**src/rtl/booth_pkg.sv**
```systemverilog
// Shared definitions for the radix-4 Booth sequencer: FSM state encoding and
// the recoded digit format handed from the recoder to the control FSM.
package booth_pkg;

    typedef enum logic [2:0] {
        S_IDLE   = 3'd0,
        S_LOAD_A = 3'd1,
        S_LOAD_Q = 3'd2,
        S_RECODE = 3'd3,
        S_ADD    = 3'd4,
        S_SHIFT  = 3'd5,
        S_OUT    = 3'd6
    } state_t;

    // A Booth digit in {-2,-1,0,+1,+2}, stored as magnitude flags plus sign.
    typedef struct packed {
        logic nonzero;
        logic dbl;
        logic neg;
    } digit_t;

    localparam digit_t DIG_ZERO = '{nonzero: 1'b0, dbl: 1'b0, neg: 1'b0};
    localparam digit_t DIG_P1   = '{nonzero: 1'b1, dbl: 1'b0, neg: 1'b0};
    localparam digit_t DIG_P2   = '{nonzero: 1'b1, dbl: 1'b1, neg: 1'b0};
    localparam digit_t DIG_M1   = '{nonzero: 1'b1, dbl: 1'b0, neg: 1'b1};
    localparam digit_t DIG_M2   = '{nonzero: 1'b1, dbl: 1'b1, neg: 1'b1};

endpackage

```
**src/rtl/booth_r4_recoder.sv**
```systemverilog
// Combinational radix-4 Booth recoder: maps the {q1,q0,q-1} window onto a
// signed digit expressed as nonzero/double/negate flags.
module booth_r4_recoder
    import booth_pkg::*;
(
    input  logic [2:0] q_bits,
    output digit_t     digit
);

    always_comb begin
        digit = DIG_ZERO;
        unique case (q_bits)
            3'b001, 3'b010: digit = DIG_P1;
            3'b011:         digit = DIG_P2;
            3'b100:         digit = DIG_M2;
            3'b101, 3'b110: digit = DIG_M1;
            default:        digit = DIG_ZERO;
        endcase
    end

endmodule

```
**src/rtl/booth_r4_seq_ctrl.sv**
```systemverilog
// Sequencing FSM for a radix-4 Booth multiplier datapath. Every output is a
// register loaded from the next-state decode, so nothing is combinational from inputs.
module booth_r4_seq_ctrl
    import booth_pkg::*;
#(
    parameter  int OP_WIDTH  = 8,
    parameter  bit SKIP_ZERO = 1'b1,
    localparam int CNT_W     = $clog2(OP_WIDTH / 2 + 2)
) (
    input  logic             clk,
    input  logic             rst,
    input  logic             start,
    input  logic             signed_mode,
    input  logic             abort,
    input  logic [2:0]       q_bits,
    output logic             load_a,
    output logic             load_q,
    output logic             add_en,
    output logic             dbl,
    output logic             neg,
    output logic             shift_en,
    output logic             out_en,
    output logic             busy,
    output logic             done,
    output logic             aborted,
    output logic [CNT_W-1:0] iter_cnt,
    output logic [2:0]       dbg_state
);

    localparam int ITERS_S = OP_WIDTH / 2;
    localparam int ITERS_U = OP_WIDTH / 2 + 1;

    state_t     state;
    state_t     nxt;
    logic       mode_signed;
    digit_t     digit;
    logic [CNT_W-1:0] last_iter;

    booth_r4_recoder u_recoder (
        .q_bits (q_bits),
        .digit  (digit)
    );

    // Unsigned operands are zero-extended by one digit, hence one extra pass.
    assign last_iter = mode_signed ? CNT_W'(ITERS_S - 1) : CNT_W'(ITERS_U - 1);
    assign dbg_state = state;

    always_comb begin
        nxt = state;
        unique case (state)
            S_IDLE:   if (start) nxt = S_LOAD_A;
            S_LOAD_A: nxt = S_LOAD_Q;
            S_LOAD_Q: nxt = S_RECODE;
            S_RECODE: nxt = (digit.nonzero || !SKIP_ZERO) ? S_ADD : S_SHIFT;
            S_ADD:    nxt = S_SHIFT;
            S_SHIFT:  nxt = (iter_cnt == last_iter) ? S_OUT : S_RECODE;
            S_OUT:    nxt = S_IDLE;
            default:  nxt = S_IDLE;
        endcase
        if (abort && state != S_IDLE) nxt = S_IDLE;
    end

    always_ff @(posedge clk or posedge rst) begin
        if (rst) begin
            state       <= S_IDLE;
            mode_signed <= 1'b1;
            iter_cnt    <= '0;
            load_a      <= 1'b0;
            load_q      <= 1'b0;
            add_en      <= 1'b0;
            dbl         <= 1'b0;
            neg         <= 1'b0;
            shift_en    <= 1'b0;
            out_en      <= 1'b0;
            busy        <= 1'b0;
            done        <= 1'b0;
            aborted     <= 1'b0;
        end else begin
            state <= nxt;
            if (state == S_IDLE && start) mode_signed <= signed_mode;
            if (nxt == S_LOAD_Q) begin
                iter_cnt <= '0;
            end else if (state == S_SHIFT) begin
                iter_cnt <= iter_cnt + CNT_W'(1);
            end
            load_a   <= (nxt == S_LOAD_A);
            load_q   <= (nxt == S_LOAD_Q);
            // The digit is captured while leaving RECODE; Q is stable until SHIFT.
            add_en   <= (nxt == S_ADD) && digit.nonzero;
            dbl      <= (nxt == S_ADD) && digit.dbl;
            neg      <= (nxt == S_ADD) && digit.neg;
            shift_en <= (nxt == S_SHIFT);
            out_en   <= (nxt == S_OUT);
            done     <= (nxt == S_OUT);
            busy     <= (nxt != S_IDLE);
            aborted  <= abort && (state != S_IDLE);
        end
    end

endmodule

```
**config.mk**
```make
export PLATFORM = sky130hd
export DESIGN_NAME = booth_r4_seq_ctrl
export DESIGN_NICKNAME = d
export VERILOG_FILES = /design/src/rtl/booth_pkg.sv /design/src/rtl/booth_r4_recoder.sv /design/src/rtl/booth_r4_seq_ctrl.sv
export SDC_FILE = /design/constraint.sdc
export NUM_CORES = 1
export LEC_CHECK = 0
export CORE_MARGIN = 10
export CORE_UTILIZATION = 48
export DETAILED_ROUTE_END_ITERATION = 6
export PLACE_DENSITY = 0.82
export SYNTH_ARGS = -nofsm -noshare
export SYNTH_HDL_FRONTEND = slang
export SYNTH_SLANG_ARGS = --single-unit
```
**constraint.sdc**
```tcl
create_clock -name clk -period 4.8 [get_ports clk]
set_clock_uncertainty 0.1 [all_clocks]
set_input_delay 0.48 -clock clk [delete_from_list [all_inputs] [get_ports clk]]
set_output_delay 0.48 -clock clk [all_outputs]
set_load 0.01 [all_outputs]
```
### After elaboration in Yosys (flattened, before gate mapping)

Index checks and enable logic that the tools add are counted.

| word-level totals | value |
|---|---|
| memories | 0 |
| memory bits (writable) | 0 |
| register bits after elaboration | 16 |
| bits in latches | 0 |
| bits in read-only memories | 0 |

| operators by class | value |
|---|---|
| divide/modulo/power cells | 0 |
| bitwise logic cells | 0 |
| reduce and logical (&&, ||, !) cells | 11 |
| multiplexer cells | 9 |
| multipliers | 0 |
| equality and inequality tests | 17 |
| $add $sub $neg | 1 |
| order comparisons | 0 |
| shift-type cells | 0 |

Operators with widths:

| cell | number |
|---|---|
| 3-bit == test, second input constant | 8 |
| 3-bit two-way mux | 6 |
| 3-bit one-hot mux with 6 select lines | 1 |
| 3-bit by 2-bit == test with 1-bit output, second input constant | 5 |
| 3-bit one-hot mux with 4 select lines | 1 |
| 3-bit by 1-bit == test with 1-bit output, second input constant | 3 |
| 3-bit nonzero test | 2 |
| 1-bit logical AND | 5 |
| 2-bit OR reduction | 2 |
| 3-bit by 1-bit adder with 3-bit output, second input constant | 1 |
| 3-bit == test | 1 |
| 3-bit zero test | 1 |
| 2-bit nonzero test | 1 |
| 1-bit two-way mux | 1 |

### Longest topological paths before layout

Gate-level depths: netlist of run 1.

| logic depth | value |
|---|---|
| depth in word-level cells | 8 |
| depth in mapped cells | 5 |

### Cells and area by module

Synthesis of run 1 repeated with hierarchy kept, for this count alone.

| unflattened totals | value |
|---|---|
| cell total of the unflattened synthesis | 78 |
| area total of the unflattened synthesis | 773.2 µm² |

Modules (own cells, without submodules):

| module | seq. area each (µm²) | area an instance (µm²) | cells each | instances |
|---|---|---|---|---|
| booth_r4_seq_ctrl | 401.6 | 732.0 | 71 | 1 |
| booth_r4_recoder | 0.0 | 41.3 | 7 | 1 |

### Least setup slack after synthesis of run 1

No wires, ideal clock.

| timing | value |
|---|---|
| path type | reg2reg |
| from | register iter_cnt[1] |
| to | register iter_cnt[0] |
| library setup time | 0.129 ns |
| slack | 2.891 ns |
| clock period less this slack | 1.909 ns |
| required time | 4.571 ns |
| arrival | 1.680 ns |
| cell stages (with the launch flop) | 5 |
| cells stage by stage | dfrtp_1 -> or4b_4 -> a311o_1 -> a211oi_2 -> nor2_1 |

| between the ends | value |
|---|---|
| word-level cells in the longest chain between the ends | 6 |

Ends and longest elaborated chain:

| element | line | RTL |
|---|---|---|
| start, declared | booth_r4_seq_ctrl.sv:26 | `output logic [CNT_W-1:0] iter_cnt,` |
| start signal, assigned | booth_r4_seq_ctrl.sv:84 | `iter_cnt <= iter_cnt + CNT_W'(1);` |
| 3-bit == test * | booth_r4_seq_ctrl.sv:56 | `S_SHIFT: nxt = (iter_cnt == last_iter) ? S_OUT : S_RECODE;` |
| 3-bit two-way mux * | booth_r4_seq_ctrl.sv:56 |  |
| 3-bit one-hot mux with 6 select lines * | booth_r4_seq_ctrl.sv:50 | `unique case (state)` |
| 3-bit two-way mux * | booth_r4_seq_ctrl.sv:60 | `if (abort && state != S_IDLE) nxt = S_IDLE;` |
| 3-bit by 2-bit == test with 1-bit output * | booth_r4_seq_ctrl.sv:81 | `if (nxt == S_LOAD_Q) begin` |
| 3-bit two-way mux or 2-bit nonzero test (tied branches) | - |  |

Mark *: on every way between the ends. The rest lies on a longest branch, timed or not.
A chain may end at the register's enable or synchronous reset.

### Worst setup path in the final report of run 1

| timing | value |
|---|---|
| from | register state[1] (netlist: dbg_state[1]) |
| to | output dbg_state[1] |

RTL lines:

| element | line | RTL |
|---|---|---|
| start, declared | booth_r4_seq_ctrl.sv:33 | `state_t state;` |
| start signal, assigned | booth_r4_seq_ctrl.sv:79 | `state <= nxt;` |
| end, declared | booth_r4_seq_ctrl.sv:27 | `output logic [2:0] dbg_state` |

No word-level cell between the ends.

==> key figures, run 1 <==
Clocking
  • Number of buffers created by CTS: 3
  • Post-cts gate resize count: 0
  • Clock Latency Late Sink: 0.29 ns
  • Post-CTS setup buffer count: 0
  • Root buf cell: clkbuf_4
  • H-tree levels: 1
  • CTS tree: done
  • Maximum clock path buffer count: 2
  • CTS Hold Bufs: 0
  • CTS clk-pin slew, worst paths: 0.09 ns
  • Clk sinks: 16

Power
  • Final Power: 484 uW
  • P_leak: 0.448 nW
  • PwrDens: 470 nW/um^2
  • Peak VDD IR: 274 uV

Yosys
  • Flops & latches, synth: 16
  • Post-Synthesis Cells: 76
  • Synthesized area per cell: 10.2 sq um
  • Mapped Area: 777 sq um
  • Share of the synthesized area in the top cell type: 0.483
  • Predominant post-synthesis flop cell: dfrtp_1
  • Synth warnings: 0
  • Cell accounting for the most synthesized area: dfrtp_1
  • Number of flops mapped to enable cells by yosys: 0
  • Cell variety after synth: 31
  • Sequential fraction of the synthesis area: 0.517
  • Synth area leaders: dfrtp_1, nor2_1, nor2b_1, dfstp_2, nor3b_1
  • Async SR Flop Fraction: 1.00
  • Syn nets: 85

Timing
  • Sum Neg Setup Slack: 0 ns
  • Final min period: 2.08 ns
  • Final setup fails: 0
  • Unrepaired setup endpoints after global routing: false
  • Hold Vio Cnt, Final: 0
  • Worst Tran Pin Value: 0.597 ns
  • F_max: 481 MHz
  • Pins over their slew limit: 0
  • Slew margin rel.: 0.601
  • Fin crit share: 0.433

Setup path
  • CP Cell Sequence: clkdlybuf4s50_1
  • Crit path DAT: 1.50 ns
  • Slowest CP cell: clkdlybuf4s50_1
  • Crit end category: output port
  • CP Max Fanout: 14
  • Classification of the worst setup path: flop to output port
  • Slowest stage delay, CP: 0.62 ns
  • CP top delay family: buffers and inverters
  • Worst path required time: 4.22 ns
  • WP buf/inv: 1
  • CP startpoint kind: flop

Floorplan
  • Initial Util: 0.510
  • Row cnt: 14
  • Die Area: 3630 sq um
  • Number of I/O pins: 24
  • Core area: 1520 sq um
  • Chip height: 60.2 um
  • Die width: 60.2 um

Cells and area
  • Area grow syn2layout: 32.7%
  • Post-route design area: 1030 sq um
  • Finished Core Util: 0.677
  • Layout cells sized above 1: 0.101
  • Nets@finish: 109
  • Number of fill cells: 124
  • ANT cells: 0
  • Area of the multi-input gates: 334 sq um
  • FF+latch area: 402 sq um

GRT
  • Largest net degree at the start of global routing: 17
  • GR Overflow Total: 0
  • GR peak layer: met2
  • Met2 Track Usage GR: 0.162
  • GR Util met3: 0.0381
  • Global Route met1 Usage: 0.104
  • Initial antenna violation count: 0
  • First-pass GRT wire length: 2730 um
  • Vias in the first global route: 627
  • Global-route usage over all layers: 0.101

Route
  • ANT nets after route: 0
  • Vias: 627
  • Routed vias/inst: 5.45
  • Iteration-0 DRC Markers: 26
  • DRC Markers: 0
  • Final wirelength: 1690 um
  • Post-DR wirelength/cell: 14.7 um
  • Drt first pass iters: 4

Hold path
  • Hold WC Path Type: input pin to async pin

Placed design
  • HPWL Detailed: 1310 um
  • Port Buffer Count: 23
  • Placer Congestion: 0.840
  • Placed cell area: 1000 sq um

Run
  • Max-cap viol count: 0

Status
  • Status: complete, no violations
-- where the power goes --
group	switching, mW	internal, mW	leakage, nW
logic	0.0829	0.111	0.221
clock network	0.0402	0.0323	0.0150
registers	0.0449	0.173	0.212
total	0.168	0.316	0.448
-- registers in the layout, summed over array words and instances (netlist names) --
register and flops:
add_en 1, busy 1, aborted 1, dbg_state 3, mode_signed 1, load_a 1, shift_en 1, neg 1
load_q 1, iter_cnt 3, done 1, dbl 1
-- final cells by class --
type,instances,share of cell area
sequential,16,0.390
multi-input combinational,51,0.324
timing repair buffer,23,0.223
clock buffer,4,0.0255
tap,16,0.0194
inverter,5,0.0182
-- metrics by stage --
step / hold WS [ns] / setup slack, ns / instances
2_1_floorplan: 0.293 / 2.89 / 76
3_3_place_gp: 0.464 / 2.68 / 111
3_5_place_dp: 0.475 / 2.62 / 111
4_1_cts: 0.465 / 2.71 / 115
5_1_grt: 0.504 / 2.60 / 115
6_report: 0.451 / 2.72 / 115
-- Yosys cell counts, types with 2 or more instances --
| cell | count |
|---|---|
| and2_1 | 3 |
| nand2_1 | 5 |
| nor3_1 | 3 |
| nor3b_1 | 3 |
| buf_4 | 2 |
| nor2_1 | 9 |
| a21oi_1 | 4 |
| dfrtp_1 | 15 |
| clkbuf_1 | 2 |
| inv_1 | 5 |
| nor2b_1 | 5 |
-- placed cells by master (no fill, tap or decap), drive strengths merged, types with 3 or more instances in the layout --
cell type,netlist,routed
dfrtp,15,15
nand2,5,5
nor3b,3,3
nor2,9,9
a21oi,4,4
inv,5,5
nor3,3,3
clkdlybuf4s50,0,23
and2,5,5
nor2b,5,5
clkbuf,2,4
-- worst paths after layout --
kind,slack [ns],startpoint,cells past startpoint,end
max,2.72,dbg_state[1],1,dbg_state[1]
min reg2reg,0.49,iter_cnt[2],2,iter_cnt[2]
min in group clk,0.49,iter_cnt[2],2,iter_cnt[2]
max reg2reg,2.80,iter_cnt[1],4,iter_cnt[1]
min,0.45,rst,2,dbg_state[1]
max in group asynchronous,3.76,rst,2,iter_cnt[0]
-- cells by family (layout without fill, tap and decap cells) --
family,count (synthesis),after routing,share of synthesized area
muxes,2,2,0.0274
buffers and inverters,9,32,0.0531
adders and majority gates,1,1,0.0161
and+or+nand+nor,36,36,0.264
xor gates and xnor gates,2,2,0.0225
DFF,16,16,0.517
AOI/OAI and AO/OA,10,10,0.0998
-- layer usage --
metal  routed length [um]  part of all wire
met2                  827              0.49
met4                   27             0.016
met3                  164             0.097
met5                    0                 0
met1                  668              0.40
(Power assumes the default switching activity.)
==> run 2, diff against run 1 <==
--- a/config.mk
+++ b/config.mk
@@ -6,9 +6,9 @@
 export NUM_CORES = 1
 export LEC_CHECK = 0
 export CORE_MARGIN = 10
-export CORE_UTILIZATION = 48
+export CORE_UTILIZATION = 44
 export DETAILED_ROUTE_END_ITERATION = 6
-export PLACE_DENSITY = 0.82
+export PLACE_DENSITY = 0.76
 export SYNTH_ARGS = -nofsm -noshare
 export SYNTH_HDL_FRONTEND = slang
 export SYNTH_SLANG_ARGS = --single-unit
==> constraint.sdc (replaced) <==
create_clock -name clk -period 2 [get_ports clk]
set_clock_uncertainty 0.1 [all_clocks]
set_input_delay 0.2 -clock clk [delete_from_list [all_inputs] [get_ports clk]]
set_output_delay 0.2 -clock clk [all_outputs]
set_load 0.01 [all_outputs]
==> run 2 against run 1 <==
Compared with the run above: total power rose to 2.5 times the previous value; cell count rose by 11%; routed wire length rose by 2.3%; register-to-register slack got worse by 2.7 ns; first-iteration DRC count fell by 77%; critical path depth rose by 3; sequential power rose by 120%; combinational power rose to 2.8 times the previous value; utilization fell by 4.4 points; critical path type is now flop to flop.
==> key figures, run 2 (synthesized netlist as in run 1, its figures left out) <==
Status
  • Status: complete, no violations

Clocking
  • Clk sinks: 16 (unchanged)
  • CTS Hold Bufs: 0 (unchanged)
  • Post-CTS setup buffer count: 0 (unchanged)
  • Clock Latency Late Sink: 0.28 ns (about the same)
  • H-tree levels: 1 (unchanged)
  • Maximum clock path buffer count: 2 (unchanged)
  • CTS tree: done
  • Number of buffers created by CTS: 3 (unchanged)
  • CTS clk-pin slew, worst paths: 0.09 ns (about the same)
  • Post-cts gate resize count: 0 (unchanged)
  • Root buf cell: clkbuf_4

Power
  • Final Power: 1.21 mW (+150%)
  • Peak VDD IR: 631 uV (+130%)
  • PwrDens: 1120 nW/um^2 (+140%)
  • P_leak: 0.470 nW (+4.8%)

Cells and area
  • Commonest non-fill, non-tap cells in the layout: clkdlybuf4s50_1, dfrtp_1, nor2_1
  • Area grow syn2layout: 39.0%
  • Layout cells sized above 1: 0.136 (+0.0349)
  • Number of fill cells: 140 (+13%)
  • Post-route design area: 1080 sq um (+4.7%)
  • Nets@finish: 113 (+3.7%)
  • ANT cells: 0 (unchanged)
  • Finished Core Util: 0.632 (-0.0443)
  • Commonest non-fill, non-tap cell in the layout: clkdlybuf4s50_1

Setup path
  • CP Max Fanout: 3 (-11)
  • CP Cell Sequence: or4b_4, a311oi_1, nor2b_1, nor2_1
  • Slowest CP cell: a311oi_1
  • Classification of the worst setup path: flop to flop
  • Worst reg-to-reg setup slack: 0.09 ns (-2.71 ns)
  • CP startpoint kind: flop
  • Crit path DAT: 2.03 ns (+0.53 ns)
  • Worst path required time: 2.12 ns (-2.10 ns)
  • Crit end category: flop
  • Slowest stage delay, CP: 0.59 ns (-0.03 ns)

Route
  • Vias: 635 (+1.3%)
  • Routed vias/inst: 4.96 (-9.0%)
  • Iteration-0 DRC Markers: 6 (-77%)
  • Post-DR wirelength/cell: 13.5 um (-8.1%)
  • Final wirelength: 1730 um (+2.3%)
  • ANT nets after route: 0 (unchanged)
  • DRC Markers: 0 (unchanged)
  • Drt first pass iters: 4 (unchanged)

Timing
  • Hold Vio Cnt, Final: 0 (unchanged)
  • Unrepaired setup endpoints after global routing: false
  • F_max: 523 MHz
  • Final min period: 1.91 ns
  • Fin crit share: 0.956
  • Pins over their slew limit: 0 (unchanged)
  • Sum Neg Setup Slack: 0 ns (unchanged)
  • Worst Tran Pin Value: 0.636 ns (+0.0384 ns)
  • Slew margin rel.: 0.573 (-0.0280)
  • Final setup fails: 0 (unchanged)

GRT
  • First-pass GRT wire length: 2840 um (+4.0%)
  • Initial antenna violation count: 0 (unchanged)
  • Largest net degree at the start of global routing: 17 (unchanged)
  • Global-route usage over all layers: 0.101 (-0.000400)
  • GR Overflow Total: 0 (unchanged)
  • Vias in the first global route: 619 (-1.3%)

Floorplan
  • Chip height: 62.0 um (+3.0%)
  • Die Area: 3850 sq um (+6.0%)
  • Die width: 62.0 um (+3.0%)
  • Row cnt: 15 (+1)
  • Core area: 1710 sq um (+12%)
  • Number of I/O pins: 24 (unchanged)
  • Initial Util: 0.455 (-0.0549)

Placed design
  • Placed cell area: 1050 sq um (+4.1%)
  • Placer Congestion: 0.768 (-8.6%)
  • HPWL Detailed: 1360 um (+3.7%)
  • Port Buffer Count: 23 (unchanged)

Run
  • Max-cap viol count: 0 (unchanged)

Hold path
  • Hold WC Path Type: input pin to async pin
==> run 2: worst paths after layout <==
check,end,cells after the start,from
max in group asynchronous,iter_cnt[0],2,rst
min in group clk,mode_signed,2,signed_mode
min reg2reg,iter_cnt[2],2,iter_cnt[2]
max reg2reg,dbg_state[2],4,iter_cnt[1]
min,done,2,rst
max,dbg_state[2],4,iter_cnt[1]
==> run 2: report_power, final <==
part | switching [mW] | internal [mW]
Sequential | 0.0699 | 0.415
Clock | 0.0982 | 0.0774
Combinational | 0.247 | 0.306
Total | 0.415 | 0.798
==> run 2: critical path, delay by kind of cell (launching register included) <==
kind | cells | cell delay, ns
AO/OA/AOI/OAI | 1 | 0.59
flip-flops | 1 | 0.39
AND/OR/NAND/NOR | 3 | 0.76
==> run 2: final cells by class <==
type / count / area (sq um) / share of cell area
flip-flops and latches: 16 / 402 / 0.372
multi-input cells: 51 / 342 / 0.316
repair buffers: 27 / 260 / 0.241
well taps: 25 / 31.3 / 0.0290
clock buffers: 4 / 26.3 / 0.0243
inverters: 5 / 18.8 / 0.0174
==> run 2: per-layer routing <==
metal,global-route usage,vias to the layer above,part of all wire
met5,0,-,0
met4,0.0478,0,0.018
met3,0.0346,4,0.078
met2,0.162,21,0.48
met1,0.117,301,0.43
li1,-,309,-
==> run 2: stage by stage <==
stage	instances	worst slack, ns	hold WS (ns)
after floorplan	76	0.0911	0.0130
after global placement	124	0.126	0.484
after detailed placement	124	0.0683	0.487
after CTS	128	0.0516	0.199
after global routing	128	0.0342	0.233
final	128	0.0875	0.177
==> run 3, diff against run 2 <==
==> constraint.sdc (replaced) <==
create_clock -name clk -period 2 [get_ports clk]
set_clock_uncertainty 0.1 [all_clocks]
set_input_delay 0.2 -clock clk [delete_from_list [all_inputs] [get_ports clk]]
set_output_delay 0.2 -clock clk [all_outputs]
set_load 0.02 [all_outputs]
==> run 3 against run 2 <==
Compared with the run above: critical path depth did not move; setup slack improved by 0.024 ns; cell count did not move; clock power rose by 19%; register-to-register slack improved by 0.02 ns; first-iteration DRC count rose to 2.5 times the previous value; die area did not move; sequential share of layout area fell by 0.34 points; flip-flop and latch count did not move; highest routed layer unchanged; combinational power rose by 12%; final area rose by 0.93%.
==> key figures, run 3 (synthesized netlist as in run 1, its figures left out) <==
Status
  • Status: complete, no violations

Power
  • Final Power: 1.32 mW (+8.5%)
  • P_leak: 0.476 nW (+1.3%)
  • Peak VDD IR: 771 uV (+22%)
  • PwrDens: 1210 nW/um^2 (+7.5%)

Timing
  • F_max: 530 MHz (+1.3%)
  • Slew margin rel.: 0.593 (+0.0195)
  • Sum Neg Setup Slack: 0 ns (unchanged)
  • Final min period: 1.89 ns (-0.0240 ns)
  • Unrepaired setup endpoints after global routing: false
  • Fin crit share: 0.944 (-0.0120)
  • Hold Vio Cnt, Final: 0 (unchanged)
  • Final setup fails: 0 (unchanged)
  • Fin worst setup slack: 0.112 ns (+0.0240 ns)
  • Worst Tran Pin Value: 0.606 ns (-0.0291 ns)
  • Pins over their slew limit: 0 (unchanged)

Route
  • Final wirelength: 1810 um (+4.9%)
  • Routed vias/inst: 4.88 (-1.7%)
  • Post-DR wirelength/cell: 14.1 um (+4.9%)
  • Iteration-0 DRC Markers: 15 (+9)
  • Drt first pass iters: 3 (-1)
  • ANT nets after route: 0 (unchanged)
  • DRC Markers: 0 (unchanged)
  • Vias: 624 (-1.7%)

Clocking
  • Number of buffers created by CTS: 3 (unchanged)
  • CTS tree: done
  • CTS Hold Bufs: 0 (unchanged)
  • Root buf cell: clkbuf_4
  • Clock Latency Late Sink: 0.28 ns (about the same)
  • Clk sinks: 16 (unchanged)
  • Maximum clock path buffer count: 2 (unchanged)
  • Post-CTS setup buffer count: 0 (unchanged)
  • CTS clk-pin slew, worst paths: 0.10 ns (about the same)
  • H-tree levels: 1 (unchanged)

Cells and area
  • Number of fill cells: 144 (+2.9%)
  • FF+latch area: 402 sq um (unchanged)
  • ANT cells: 0 (unchanged)
  • Commonest non-fill, non-tap cells in the layout: clkdlybuf4s50_1, dfrtp_1, nor2_1
  • Area of the multi-input gates: 342 sq um (unchanged)
  • Area grow syn2layout: 40.3%
  • Nets@finish: 113 (unchanged)
  • Layout cells sized above 1: 0.146 (+0.00971)
  • Commonest non-fill, non-tap cell in the layout: clkdlybuf4s50_1

GRT
  • Vias in the first global route: 653 (+5.5%)
  • Largest net degree at the start of global routing: 17 (unchanged)
  • First-pass GRT wire length: 2970 um (+4.4%)
  • Initial antenna violation count: 0 (unchanged)
  • GR Overflow Total: 0 (unchanged)
  • Global-route usage over all layers: 0.106 (+0.00511)

Setup path
  • Crit end category: flop
  • CP Max Fanout: 4 (+1)
  • Classification of the worst setup path: flop to flop
  • Worst reg-to-reg setup slack: 0.11 ns (+0.02 ns)
  • CP startpoint kind: flop
  • Worst Reg-to-Reg Cells: 4 (unchanged)
  • Crit path DAT: 1.95 ns (-0.08 ns)
  • Worst path required time: 2.06 ns (-0.06 ns)

Hold path
  • Hold WC Path Type: input pin to async pin

Placed design
  • Setup WS pre-CTS: 0.0767 ns (+0.00836 ns)
  • Port Buffer Count: 23 (unchanged)
  • Placer Congestion: 0.754 (-1.8%)
  • HPWL Detailed: 1360 um (about the same)

Floorplan
  • Chip height: 62.0 um (unchanged)
  • Number of I/O pins: 24 (unchanged)
  • Initial Util: 0.455 (unchanged)
  • Core area: 1710 sq um (unchanged)
  • Die width: 62.0 um (unchanged)
  • Row cnt: 15 (unchanged)
  • Die Area: 3850 sq um (unchanged)

Run
  • Max-cap viol count: 0 (unchanged)
run 3: cell counts in the layout (fill, tap and decap cells not counted):
Identical to the previous run, type by type.
run 3: cell type report:
type,instances,area share
sequential,16,0.369
multi-input combinational,51,0.313
timing repair buffer,27,0.239
clock buffer,4,0.0333
tap,25,0.0287
inverter,5,0.0172
run 3: power breakdown:
group / total [mW] / switching [mW] / internal, mW
Sequential: 0.487 / 0.0721 / 0.415
Clock: 0.210 / 0.0995 / 0.111
Combinational: 0.619 / 0.314 / 0.306
Total: 1.32 / 0.485 / 0.831
run 3: worst max-delay path, cell delays in order, from the launching register on:
cell	delay [ns]
dfrtp_1	0.39
or4b_4	0.55
a311o_1	0.33
a211oi_4	0.32
nor2_1	0.08
run 3: timing repair:
item,4_1_cts,5_1_grt
hold endpoints to repair,0,0
resized for setup,0,1
endpoints found under the setup margin,0,3
run 3: per-layer routing:
metal	vias up	GRT usage	routed length, um
met2	11	0.174	934
met3	2	0.0346	123
met5	-	0	0
li1	314	-	-
met1	297	0.118	738
met4	0	0.0573	14
run 3: path summary, 6_finish.rpt:
path,endpoint,start
max in group asynchronous,add_en,rst
hold / removal,load_q,rst
min in group clk,mode_signed,signed_mode
setup / recovery,iter_cnt[0],iter_cnt[1]
setup reg to reg,iter_cnt[0],iter_cnt[1]
hold reg to reg,iter_cnt[2],iter_cnt[2]
run 3: metrics by stage:
step	utilization	cell area [sq um]	hold WS [ns]	instances
after detailed placement	0.612	1050	0.493	124
final	0.638	1090	0.168	128
after CTS	0.634	1080	0.193	128
after floorplan	-	777	0.0130	76
after global placement	0.612	1050	0.477	124
after global routing	0.638	1090	0.228	128
